===== config.mk =====
export PLATFORM = sky130hd
export DESIGN_NAME = u_mem_arb
export DESIGN_NICKNAME = d
export VERILOG_FILES = /design/src/rtl/u_mem_arb.sv
export SDC_FILE = /design/constraint.sdc
export NUM_CORES = 1
export LEC_CHECK = 0
export CORE_AREA = 2 2 110 112
export CTS_CLUSTER_DIAMETER = 100
export DETAILED_ROUTE_END_ITERATION = 6
export DIE_AREA = 0 0 112 114
export GPL_TIMING_DRIVEN = 0
export PLACE_DENSITY = 0.65
export SYNTH_ARGS = -nofsm -noshare
export SYNTH_HDL_FRONTEND = slang
export SYNTH_SLANG_ARGS = --single-unit

===== constraint.sdc =====
create_clock -name clk -period 7.45 [get_ports clk]
set_input_delay 1.49 -clock clk [delete_from_list [all_inputs] [get_ports clk]]
set_output_delay 1.49 -clock clk [all_outputs]
set_load 0.03 [all_outputs]

===== src/rtl/u_mem_arb.sv =====
// Memory arbiter between fetch (IFU) and load/store (LSU) ports.
// Fixed LSU priority with IFU anti-starvation, in-order read owner tracking and IFU flush discard.
module u_mem_arb #(
  parameter int unsigned OUTS       = 4,
  parameter int unsigned STARVE_MAX = 3
) (
  input  logic        clk,
  input  logic        rstn,
  input  logic        ifu_req,
  input  logic [31:0] ifu_adr,
  output logic        ifu_gnt,
  output logic        ifu_vld,
  output logic [31:0] ifu_rd,
  input  logic [31:0] lsu_a,
  input  logic [3:0]  lsu_we,
  input  logic [31:0] lsu_wd,
  input  logic [3:0]  lsu_re,
  output logic        lsu_gnt,
  output logic        lsu_vld,
  output logic [31:0] lsu_rd,
  input  logic        flush,
  output logic        mem_req,
  input  logic        mem_gnt,
  output logic [31:0] mem_a,
  output logic [3:0]  mem_we,
  output logic [3:0]  mem_re,
  output logic [31:0] mem_wd,
  input  logic        mem_rvld,
  input  logic [31:0] mem_rdata,
  output logic        busy,
  output logic        err
);

  localparam int unsigned PW = $clog2(OUTS);
  localparam int unsigned CW = PW + 1;
  localparam int unsigned SW = 4;

  logic [PW-1:0]   rd_ptr, wr_ptr;
  logic [CW-1:0]   count;
  logic [OUTS-1:0] owner, disc, disc_nxt;
  logic [SW-1:0]   starve_cnt;
  logic            err_q;

  logic lsu_wr, lsu_any, pop, rd_ok, ifu_elig, lsu_elig, force_ifu;
  logic sel_ifu, sel_lsu, gnt_ifu, gnt_lsu, push, head_own, head_disc;

  // Entry i is live when its distance from the head is below the occupancy.
  function automatic logic occupied(input int unsigned i);
    logic [PW-1:0] off;
    off = PW'(i) - rd_ptr;
    return {1'b0, off} < count;
  endfunction

  // Eligibility and selection
  always_comb begin
    lsu_wr    = |lsu_we;
    lsu_any   = lsu_wr | (|lsu_re);
    pop       = mem_rvld & (count != '0);
    rd_ok     = (count != CW'(OUTS)) | pop;
    ifu_elig  = ifu_req & rd_ok;
    lsu_elig  = lsu_any & (lsu_wr | rd_ok);
    force_ifu = (starve_cnt == SW'(STARVE_MAX));
    sel_ifu   = rstn & ifu_elig & (force_ifu | ~lsu_elig);
    sel_lsu   = rstn & lsu_elig & ~sel_ifu;
    gnt_ifu   = sel_ifu & mem_gnt;
    gnt_lsu   = sel_lsu & mem_gnt;
    push      = gnt_ifu | (gnt_lsu & ~lsu_wr);
    head_own  = owner[rd_ptr];
    head_disc = disc[rd_ptr];
  end

  // Request channel mux; a combined read+write LSU request goes out as a write.
  always_comb begin
    mem_a  = '0;
    mem_we = '0;
    mem_re = '0;
    mem_wd = '0;
    if (sel_ifu) begin
      mem_a  = ifu_adr;
      mem_re = 4'b1111;
    end else if (sel_lsu) begin
      mem_a  = lsu_a;
      mem_we = lsu_we;
      mem_re = lsu_wr ? 4'b0000 : lsu_re;
      mem_wd = lsu_wd;
    end
  end

  // Flush marks live IFU entries; a slot written this cycle starts clean.
  always_comb begin
    disc_nxt = disc;
    if (flush) begin
      for (int unsigned i = 0; i < OUTS; i++) begin
        if (occupied(i) && !owner[i]) disc_nxt[i] = 1'b1;
      end
    end
    if (push) disc_nxt[wr_ptr] = 1'b0;
  end

  always_ff @(posedge clk or negedge rstn) begin
    if (!rstn) begin
      rd_ptr     <= '0;
      wr_ptr     <= '0;
      count      <= '0;
      owner      <= '0;
      disc       <= '0;
      starve_cnt <= '0;
      err_q      <= 1'b0;
    end else begin
      if (pop) rd_ptr <= rd_ptr + PW'(1);
      if (push) begin
        wr_ptr        <= wr_ptr + PW'(1);
        owner[wr_ptr] <= gnt_lsu;
      end
      count <= count + CW'(push) - CW'(pop);
      disc  <= disc_nxt;
      if (gnt_ifu) starve_cnt <= '0;
      else if (ifu_req && gnt_lsu && starve_cnt != SW'(STARVE_MAX))
        starve_cnt <= starve_cnt + SW'(1);
      if (mem_rvld && count == '0) err_q <= 1'b1;
    end
  end

  assign ifu_gnt = gnt_ifu;
  assign lsu_gnt = gnt_lsu;
  assign mem_req = sel_ifu | sel_lsu;
  assign ifu_vld = rstn & pop & ~head_own & ~head_disc & ~flush;
  assign lsu_vld = rstn & pop & head_own;
  assign ifu_rd  = rstn ? mem_rdata : 32'h0;
  assign lsu_rd  = rstn ? mem_rdata : 32'h0;
  assign busy    = (count != '0);
  assign err     = err_q;

endmodule

After elaboration in Yosys (flattened, before gate mapping) --
Cells that the tools add are included. Widths: inputs -> output; s select.
Word-level totals: input bits 142, word-level logic and storage cells 97, ROM bits 0, register bits after elaboration 20, memory bits (writable) 0, output and inout bits 143, bits in latches 0, memories kept 0
Operators by class: order comparisons 7, add/sub/neg operators 9, shift-type cells 0, equality and inequality tests 3, divide/modulo/power cells 0, reductions and logical operators 17, bitwise operators 29, multiply operators 0, multiplexer cells 25
Operators by type and width (number):
- $mux 32 | 5
- $mux 4 | 9
- $and 1x1->1 | 15
- $lt 2x3->1 | 4
- $logic_and 1x1->1 | 8
- $reduce_or 4->1 | 2
- $mux 1 | 7
- $lt 2x3->1 const B | 2
- $not 1->1 | 6
- $or 1x1->1 | 6
- $add 2x1->2 const B | 2
- $add 4x1->4 const B | 1
- $and 4x4->4 | 1
- $bmux 1 s2 | 2
- $bwmux 4 | 1
- $eq 4x2->1 const B | 1
- $logic_not 1->1 | 4
- $ne 4x2->1 const B | 1
- $not 4->4 | 1
- $sub 1x2->2 const A | 2
- $sub 2x2->2 const A | 2
- $add 3x1->3 | 1
- $logic_not 3->1 | 1
- $ne 3x3->1 const B | 1
- 5 further kinds | 5

Logic depth before layout (Yosys ltp) --
word-level depth 15, depth in mapped cells 9, mapped depth without buffers 9

Worst setup path after synthesis --
OpenSTA, ideal clock, no wires.
kind in2out, from in lsu_re[0], to out mem_a[10], required time 5960 ps, stages on the path 6, path buffers 2, arrival time 2927 ps, slack 3033 ps, cells stage by stage or4_1 -> a21boi_4 -> nor2_2 -> buf_6 -> buf_6 -> a22o_1
Between the ends: cells in the longest elaborated chain, start to end 10, elaborated cells on any way between the ends 11, those cells by class 2 x mux; 8 x bitwise; 1 x reduce/logical
RTL lines:
- from (decl) | RTL line 17 | input logic [3:0] lsu_re,
- $reduce_or 4->1 * | RTL line 57 | lsu_any = lsu_wr | (|lsu_re);
- $or 1x1->1 * | RTL line 57
- $and 1x1->1 * | RTL line 61 | lsu_elig = lsu_any & (lsu_wr | rd_ok);
- $not 1->1 | RTL line 63 | sel_ifu = rstn & ifu_elig & (force_ifu | ~lsu_elig);
- $or 1x1->1 | RTL line 63
- $and 1x1->1 | RTL line 63
- $not 1->1 | RTL line 64 | sel_lsu = rstn & lsu_elig & ~sel_ifu;
- $and 1x1->1 | RTL line 64
- $mux 32 | RTL line 81 | end else if (sel_lsu) begin
- $mux 32 * | RTL line 78 | if (sel_ifu) begin
- to (decl) | RTL line 24 | output logic [31:0] mem_a,
Every way passes the cells marked *; elsewhere a longest branch is shown, timed or not.

Worst setup path after layout --
from in rstn, to out mem_a[19]
Between the ends: cells in the longest elaborated chain, start to end 6, elaborated cells on any way between the ends 7, those cells by class 2 x mux; 5 x bitwise
RTL lines:
- from (decl) | RTL line 8 | input logic rstn,
- $and 1x1->1 (2 in series) | RTL line 63
- $not 1->1 | RTL line 64
- $and 1x1->1 | RTL line 64
- $mux 32 | RTL line 81
- $mux 32 * | RTL line 78
Marked as above.

==> flow_metrics.py <==
metrics = {
    "power": {
        "combPwrFrac_pct": 65.6,
        "p_int_uw": 580,
        "p_leak_nw": 2.25,
        "power_density_mw_per_mm2": 180,
        "power_uw": 997,
        "sw_frac_of_total_pct": 41.9,
        "switching_power_uw": 417,
        "pwr-share-seq_pct": 19.6,
        "vdd_drop_max_uv": 94.8,
        "p_clk_share_pct": 14.7,
    },
    "die": {
        "core_area_mm2": 0.0117,
        "die_area_mm2": 0.0128,
        "initial_core_util_pct": 20.5,
        "io_pins": 285,
        "fp.dieH_um": 114,
        "rows": 40,
        "die_w_um": 112,
    },
    "worst_setup_path": {
        "critPathRequiredTime_ns": 5.96,
        "cp_common_cell": "clkdlybuf4s50_1",
        "worstRegToRegCells": 9,
        "arrival_ns": 4.79,
        "path_buf_inv": 3,
        "crit_chain": "clkdlybuf4s50_1 -> nand3_1 -> nor2_2 -> buf_2 -> a22o_1 -> clkdlybuf4s50_1",
        "cp_max_fo": 25,
        "cp_slowest_cell": "clkdlybuf4s50_1",
        "cp_num_cells": 6,
        "end_kind": "output port",
        "start_kind": "primary input",
        "path_delay_family": "buffers and inverters",
        "setup.worst_path.class": "primary input to output port",
        "slowest_delay_ns": 1.20,
    },
    "clocking": {
        "max-clock-path-buffers": 2,
        "post_cts_resized": 0,
        "clkTransAtPathRegs_ns": 0.05,
        "cts_buffers": 3,
        "cts_root_buf": "clkbuf_16",
        "cts_setup_buffers": 0,
        "htreeDepth": 1,
        "ctsHoldBuffers": 0,
        "clkLatencyLatePin_ns": 0.25,
        "cts_tree": "done",
        "clock-sinks": 20,
    },
    "placement": {
        "placedInstanceArea_mm2": 0.00543,
        "pre_cts_ws_ns": 1.03,
        "io_buffers": 284,
        "place_congestion": 0.853,
        "hpwlAfterDp_um": 10200,
        "place_inst": 716,
    },
    "synth": {
        "async_flop_share_pct": 100,
        "avgSynthCellArea_um2": 8.44,
        "synth_cell_type_count": 45,
        "yosysSeqAreaShare_pct": 20.8,
        "netlist_area_mm2": 0.00240,
        "synth-edff-count": 0,
        "synth_seq_cells": 20,
        "synth_fp_nets": 438,
        "netlist_instances": 285,
        "dominantRegCellSynth": "dfrtp_1",
        "synth-warning-count": 0,
    },
    "drt": {
        "antenna_left": 0,
        "drc": 0,
        "wl_um": 11400,
        "routed_via_density": 4.40,
        "wl_met2_um": 6280,
        "route.met3.wl_um": 1170,
        "first_iter_violations": 67,
        "routed.top_layer": "met4",
        "num_vias": 3169,
        "dr.pass1.iters": 5,
        "met1_length_um": 3830,
        "post_drt_wl_per_cell_um": 15.8,
    },
    "sta": {
        "fmax_ghz": 0.159,
        "rsz0062_at_grt": "no",
        "skew_ns": 0.00546,
        "setup_ws_ns": 1.17,
        "finalMaxSlewViolations": 0,
        "slew_headroom_pct": 26.6,
        "fin_crit_sh_pct": 84.3,
        "worst_pin_slew_ns": 1.10,
        "finalHoldViolCount": 0,
        "final.min_clock_period_ns": 6.28,
        "setup_violations": 0,
        "worst_hold_slack_ns": 0.471,
        "setup_tns_ns": 0,
    },
    "grt": {
        "track_usage_pct": 16.8,
        "grt_max_degree": 26,
        "gr-total-overflow": 0,
        "antenna_found_initial": 0,
        "grt_pass1_vias": 3201,
        "grt_pass1_wl_um": 17000,
    },
    "final_layout": {
        "num_antenna_cells": 0,
        "drive_gt1_share_pct": 9.42,
        "n_fill_cell": 1180,
        "final_cell_mix": "clkdlybuf4s50_1, and2_1, a22o_1, buf_4, dfrtp_1",
        "fin_nets": 727,
        "layout_commonest_cell": "clkdlybuf4s50_1",
        "fin_cells": 720,
        "syn2layout_area_growth_pct": 130,
        "post-route-cell-area_mm2": 0.00554,
        "utilization_pct": 47.3,
    },
    "status": {
        "outcome": "finished, final reports clean",
    },
    "worst_hold_path": {
        "hold_depth": 1,
        "hp-class": "flip-flop to flip-flop",
    },
    "run": {
        "max_cap_viol_count": 0,
    },
}
==> cell families (layout without fill, tap and decap cells) <==
family / count (synthesis) / after routing / share of synthesized area (%)
flip-flops: 20 / 20 / 20.8
XOR/XNOR: 7 / 7 / 2.55
AO/OA/AOI/OAI: 73 / 73 / 23.7
AND/OR/NAND/NOR: 112 / 112 / 29.1
buffers and inverters: 59 / 347 / 15.3
adder cells (fa/ha/maj): 11 / 11 / 6.04
multiplexers: 3 / 3 / 2.50
==> synth_stat cells, types with 3 or more instances <==
cell / count / area share (%)
a21o_1: 4 / 1.2
a21oi_1: 9 / 1.9
a22o_1: 32 / 12
and2_1: 71 / 18
buf_2: 3 / 0.62
buf_4: 32 / 10
buf_6: 3 / 1.4
clkbuf_1: 11 / 1.7
dfrtp_1: 20 / 21
ha_1: 10 / 5.2
inv_1: 10 / 1.6
nand2_1: 8 / 1.2
nand3_1: 4 / 0.83
nand4_1: 4 / 1.0
o21ai_0: 12 / 2.5
o21bai_1: 3 / 0.94
o31ai_1: 3 / 0.94
xnor2_1: 7 / 2.5
==> worst paths after layout <==
kind / from / to / slack (ns)
max: rstn / mem_a[19] / 1.17
min: err / err / 0.47
max reg2reg: count[0] / count[2] / 4.73
min reg2reg: err / err / 0.47
max in group asynchronous: rstn / starve_cnt[2] / 4.96
min in group asynchronous: rstn / rd_ptr[1] / 1.83
==> per-layer routing <==
| metal | GRT usage [%] | vias up |
|---|---|---|
| met1 | 16.2 | 1437 |
| li1 | - | 1549 |
| met2 | 34.7 | 177 |
| met4 | 3.50 | 0 |
| met3 | 5.15 | 6 |
| met5 | 0 | - |
==> flip-flops by register name (all words and copies together), names as in the netlist <==
signal / cells
wr_ptr: 2
err: 1
count: 3
owner: 4
rd_ptr: 2
starve_cnt: 4
disc: 4
==> area by class of cell <==
| cell class | instances | area (um^2) | share of cell area (%) |
|---|---|---|---|
| repair buffers | 284 | 2840 | 51.3 |
| multi-input cells | 206 | 1540 | 27.8 |
| flip-flops and latches | 20 | 500 | 9.04 |
| plain buffers | 49 | 330 | 5.97 |
| well taps | 147 | 184 | 3.32 |
| clock buffers | 3 | 75.1 | 1.36 |
| inverters | 10 | 37.5 | 0.678 |
| clock inverters | 1 | 30.0 | 0.542 |
==> power by group through the flow <==
| stage | Combinational [mW] | Sequential (mW) | Clock, mW |
|---|---|---|---|
| CTS | 0.662 | 0.196 | 0.153 |
| global placement | 0.649 | 0.193 | 0 |
| detailed placement | 0.661 | 0.197 | 0 |
| floorplan | 0.390 | 0.188 | 0 |
| finish | 0.654 | 0.196 | 0.147 |
| global route | 0.706 | 0.202 | 0.156 |
(Power assumes the default switching activity.)
